<file path="src/rtl/timer_arbiter.sv">
// ---------------------------------------------------------------------------
// TimerArbiter -- four requesters share one prescaler and one down-counter.
//
// A round-robin arbiter picks one requester while idle. That requester owns
// the timer until its programmed delay (in prescaled ticks) has elapsed, or
// until it withdraws its request.
//
// Parameters
//   CLK_FREQ  main clock frequency in Hz
//   TICK_HZ   timer tick rate in Hz; PRESC = CLK_FREQ / TICK_HZ, must be >= 2
//   DLY_W     width of each delay field, in ticks
//
// Ports
//   clk_In   in   1        sole clock, rising edge
//   rst_n    in   1        synchronous active-low reset
//   req      in   4        level request per requester, held until done/abort
//   req_dly  in   4*DLY_W  delay for requester i in [i*DLY_W +: DLY_W],
//                          captured only at grant
//   gnt      out  4        one-hot grant, high for the whole timing run
//   done     out  4        one-cycle completion pulse for the served requester
//   busy     out  1        high while running or signalling completion
//   cur_id   out  2        index of the current or last granted requester
// ---------------------------------------------------------------------------
module timer_arbiter #(
   parameter int CLK_FREQ = 12090000,
   parameter int TICK_HZ  = 250000,
   parameter int DLY_W    = 16
) (
   input  logic               clk_In,
   input  logic               rst_n,
   input  logic [3:0]         req,
   input  logic [4*DLY_W-1:0] req_dly,
   output logic [3:0]         gnt,
   output logic [3:0]         done,
   output logic               busy,
   output logic [1:0]         cur_id
);

   localparam int PRESC   = CLK_FREQ / TICK_HZ;
   localparam int PRESC_W = (PRESC > 2) ? $clog2(PRESC) : 1;
   localparam logic [PRESC_W-1:0] PRESC_LAST = PRESC_W'(PRESC - 1);

   typedef enum logic [1:0] {
      IDLE = 2'd0,
      RUN  = 2'd1,
      DONE = 2'd2
   } stateType;

   stateType           state, stateNext;
   logic [1:0]         curId, curIdNext;
   logic [1:0]         ptr, ptrNext;
   logic [DLY_W-1:0]   count, countNext;
   logic [PRESC_W-1:0] presc, prescNext;

   logic               winnerFound;
   logic [1:0]         winner;
   logic [1:0]         searchIdx;
   logic               tick;

   // The prescaler wraps at PRESC-1. Reaching that value is one timer tick,
   // so the counter steps down once every PRESC cycles while running.
   assign tick = (presc == PRESC_LAST);

   // Round-robin search: scan upward from ptr and wrap 3->0. The first
   // active request found wins. ptr moves past a requester only once it
   // completes, so a requester that keeps its request asserted after done
   // has to wait for every other active requester.
   always_comb begin
      winnerFound = 1'b0;
      winner      = ptr;
      searchIdx   = 2'd0;
      for (int i = 0; i < 4; i++) begin
         searchIdx = ptr + 2'(i);
         if (!winnerFound && req[searchIdx]) begin
            winnerFound = 1'b1;
            winner      = searchIdx;
         end
      end
   end

   // All state lives here. Reset is synchronous and outranks every other
   // transition. A reset in the middle of a run therefore drops the grant
   // silently, with no completion pulse.
   always_ff @(posedge clk_In) begin
      if (!rst_n) begin
         state <= IDLE;
         curId <= 2'd0;
         ptr   <= 2'd0;
         count <= '0;
         presc <= '0;
      end else begin
         state <= stateNext;
         curId <= curIdNext;
         ptr   <= ptrNext;
         count <= countNext;
         presc <= prescNext;
      end
   end

   // Next-state logic. The delay is captured only at grant, so later changes
   // to req_dly have no effect on a run in progress. In RUN the checks are
   // applied in order: an abort outranks expiry, and expiry outranks a tick.
   // Once the count is zero it is never decremented again. The prescaler is
   // held at zero outside active counting, so every run starts a full tick
   // period from the grant.
   always_comb begin
      stateNext = state;
      curIdNext = curId;
      ptrNext   = ptr;
      countNext = count;
      prescNext = '0;
      case (state)
         IDLE: begin
            if (winnerFound) begin
               stateNext = RUN;
               curIdNext = winner;
               countNext = req_dly[winner*DLY_W +: DLY_W];
            end
         end
         RUN: begin
            if (!req[curId]) begin
               stateNext = IDLE;
            end else if (count == '0) begin
               stateNext = DONE;
               ptrNext   = curId + 2'd1;
            end else begin
               if (tick) begin
                  countNext = count - 1'b1;
                  prescNext = '0;
               end else begin
                  prescNext = presc + 1'b1;
               end
            end
         end
         DONE: begin
            stateNext = IDLE;
         end
         default: begin
            stateNext = IDLE;
         end
      endcase
   end

   // Outputs are decoded from registered state only, so they are glitch
   // free. The done pulse uses the same owner index as the grant before it.
   // That makes done equal to the grant of the previous cycle.
   always_comb begin
      gnt    = '0;
      done   = '0;
      busy   = 1'b0;
      cur_id = curId;
      if (state == RUN) begin
         gnt  = 4'b0001 << curId;
         busy = 1'b1;
      end else if (state == DONE) begin
         done = 4'b0001 << curId;
         busy = 1'b1;
      end
   end

endmodule
</file>
<file path="config.mk">
export PLATFORM = sky130hd
export DESIGN_NAME = timer_arbiter
export DESIGN_NICKNAME = d
export VERILOG_FILES = /design/src/rtl/timer_arbiter.sv
export SDC_FILE = /design/constraint.sdc
export NUM_CORES = 1
export LEC_CHECK = 0
export CAP_MARGIN = 20
export CORE_ASPECT_RATIO = 0.8
export CORE_UTILIZATION = 42
export DETAILED_ROUTE_END_ITERATION = 8
export GPL_TIMING_DRIVEN = 1
export HOLD_SLACK_MARGIN = 0.15
export PLACE_DENSITY = 0.78
export RECOVER_POWER = 100
export SLEW_MARGIN = 20
export SYNTH_ARGS = -nofsm -noshare
export SYNTH_HDL_FRONTEND = slang
export SYNTH_SLANG_ARGS = --single-unit
</file>
<file path="constraint.sdc">
create_clock -name clk_In -period 2 [get_ports clk_In]
set_input_delay 0.3 -clock clk_In [delete_from_list [all_inputs] [get_ports clk_In]]
set_output_delay 0.3 -clock clk_In [all_outputs]
set_load 0.03 [all_outputs]
</file>
==> results of run 1 <==
[cells in the mapped netlist, types with 2 or more instances]
cell,count,area share
nand2_1,35,0.055
mux2i_1,32,0.14
dfxtp_1,28,0.24
nor2_1,22,0.035
o21ai_0,14,0.030
and2_1,12,0.032
nand3_1,11,0.023
inv_1,10,0.016
ha_1,9,0.048
a32o_1,8,0.034
clkbuf_1,8,0.013
a21oi_1,7,0.015
mux2_2,7,0.033
nor3_1,7,0.015
nor2b_1,5,0.013
nor4_1,5,0.013
nand4_1,4,0.011
a21boi_0,3,0.0095
a31oi_1,3,0.0079
buf_2,3,0.0063
nand2b_1,3,0.0079
o211ai_1,3,0.0095
xnor2_1,3,0.011
a22o_1,2,0.0074
a22oi_1,2,0.0063
and3_1,2,0.0053
and3b_1,2,0.0074
buf_4,2,0.0063
buf_6,2,0.0095
nor3_2,2,0.0085
nor4b_1,2,0.0074
o31ai_1,2,0.0063
or3_1,2,0.0053
xor2_1,2,0.0074
[worst min-delay path, stage by stage (launching register included)]
cell	delay, ns
dfxtp_1	0.35
buf_4	0.11
nor2_1	0.03
[worst max path at each step]
stage	from	end	cells past startpoint
after floorplan	cur_id[0]	count[8]	6
after global placement	req[3]	count[5]	7
after detailed placement	req[3]	count[9]	8
after CTS	state[0]	done[1]	6
after global routing	ptr[1]	count[5]	6
final	ptr[1]	count[5]	6
[where the power goes]
group          total [µW]  switching [µW]  internal (µW)
logic                1110             540            571
registers             712            82.5            630
clock network         462             193            269
[routing by layer]
layer  vias to the layer above  share of wire  track usage  routed length (µm)
li1                       1320              -            -                   -
met2                       106           0.49       0.4189                3364
met3                        11          0.063      0.04192                 436
met4                         0          0.012      0.05185                  81
met1                      1235           0.44       0.2902                2994
met5                         -              0            0                   0
[registers in the layout, indices dropped and copies added, names as in the netlist]
signal and flops:
count 16, presc 6, cur_id 2, state 2, ptr 2
[what timing repair did]
item | CTS | global route
setup buffers | 1 | 1
resized for setup | 21 | 33
pin swaps | 2 | 7
hold buffers | 0 | 0
endpoints found under the setup margin | 20 | 20
[cell type report]
class / instances / area [µm²]
clock inverter: 1 / 30.03
clock buffer: 3 / 41.29
inverter: 10 / 37.54
timing repair buffer: 134 / 1174
tap: 78 / 97.59
multi-input combinational: 237 / 1759
sequential: 28 / 566.8
fill: 446 / 1729
[metrics by stage]
stage / setup TNS, ns / cell area (µm²)
after global routing: -0.1107 / 3706
after floorplan: 0 / 2382
after global placement: -7.961 / 3577
after CTS: 0 / 3672
after detailed placement: -8.966 / 3577
final: 0 / 3706
[kinds of logic (layout without fill, tap and decap cells)]
family | count (synthesis) | in the layout
multiplexers | 40 | 40
XOR/XNOR | 5 | 5
AND/OR/NAND/NOR | 123 | 123
adder cells (fa/ha/maj) | 9 | 9
AO/OA/AOI/OAI | 60 | 60
flip-flops | 28 | 28
buffers and inverters | 25 | 148
==> flow_summary.json, run 1 <==
{
  "crit_chain": "and3b_1 -> or4_4 -> nand2_4 -> mux2_2 -> o211a_1 -> o31a_1",
  "ys_seq_area_frac": 0.2367,
  "via_count": 2672,
  "cts.clk_slew.worst_paths_ns": 0.10,
  "tightest_slew_ns": 0.3777,
  "rsz0062_at_grt": "yes",
  "worst_ir_drop_vdd_mv": 0.3635,
  "gr-usage-all-layers": 0.2343,
  "fin_crit_sh": 0.9904,
  "drt-vias-per-instance": 5.442,
  "drt_wl_total_mm": 6.877,
  "total_power_uw": 2285,
  "synth_top_family_by_area": "simple AND/OR/NAND/NOR gates",
  "powerDensity_nw_per_um2": 616.6,
  "post-place-cells": 485,
  "ys_ff_latch": 28,
  "die_w_um": 85.96,
  "crit_buf_inv": 0,
  "synth-edff-count": 0,
  "routabilityCongestion": 0.9260,
  "final-setup-viol-count": 0,
  "endpoint_kind": "flip-flop",
  "root_buffer": "clkbuf_8",
  "die_height_um": 69.17,
  "insertion_delay_ns": 0.28,
  "htreeDepth": 1,
  "cts_buffers": 3,
  "syn-num-nets": 369,
  "min_from": "presc[0]",
  "period_needed_ns": 1.981,
  "drv_slew": 0,
  "muxShareOfSynthArea": 0.1780,
  "cts_tree": "done",
  "slowest_delay_ns": 0.45,
  "worstHoldPathType": "flip-flop to flip-flop",
  "dp_hpwl_mm": 5.455,
  "area.growth.synth_to_final_pct": 56.47,
  "slew_headroom": 0.7481,
  "critPathLaunchType": "flip-flop",
  "hold_viol": 0,
  "netlist_area_um2": 2369,
  "grt_pass1_vias": 2601,
  "drive_gt1_frac": 0.2615,
  "pin_count": 81,
  "synth-simple-area-share": 0.2747,
  "place_ws_ns": -0.5462,
  "final_cell_mix": "clkdlybuf4s50_1 (67), buf_4 (55), nand2_1 (35), mux2i_1 (32), dfxtp_1 (23)",
  "yosysWarningCount": 0,
  "outcome": "completed",
  "post-route-util": 0.6819,
  "dieArea_um2": 5945,
  "portBuffers": 80,
  "cp_max_fo": 5,
  "reg2reg_from": "ptr[1]",
  "grt_max_degree": 21,
  "start_util": 0.4358,
  "min_to": "presc[0]",
  "layout_commonest_cell": "clkdlybuf4s50_1",
  "drtIter0Drc": 107,
  "grt_pass1_wl_mm": 11.43,
  "antenna_found_initial": 0,
  "ant_nets": 0,
  "synth.distinct_cells": 60,
  "fmax_mhz": 504.8,
  "clock_skew_ns": 0.007812,
  "core_um2": 5435,
  "overflow": 0,
  "r2r_cells": 6,
  "critPathArrivalTime_ns": 2.16,
  "cp_top_family": "simple AND/OR/NAND/NOR gates",
  "synth_flop_cell": "dfxtp_1",
  "cts_buffer_depth": 2,
  "synth_compound_area_frac": 0.1939,
  "wl_per_cell_um": 14.01,
  "whs_ns": 0.5246,
  "reg2reg_slack_ns": 0.02,
  "cts.sinks": 28,
  "async_reset_ff_frac": 0,
  "drv_cap": 0,
  "drtPass1Iterations": 4,
  "synthCells": 290,
  "synth_xor_area_frac": 0.01849,
  "fin_ws_ns": 0.01919,
  "cp_slowest_cell": "or4_4",
  "critical_path_class": "flip-flop to flip-flop",
  "nNetsFinal": 493,
  "n_antenna_cell": 0,
  "cp_data_required_time_ns": 2.18,
  "row_count": 24,
  "p_leak_uw": 0.001566,
  "rr_endpoint": "count[5]",
  "drc_errors": 0,
  "synth_fa_ha_area_frac": 0.04754,
  "fin_cells": 491,
  "syn_avg_cell_area_um2": 8.167,
  "whs_path_depth": 2
}
(Power assumes the default switching activity.)
==> run 2: changes to the inputs <==
- CAP_MARGIN: 20 -> 10
==> results of run 2 <==
No change in the layout: final DEF, timing and power equal those of run 1.
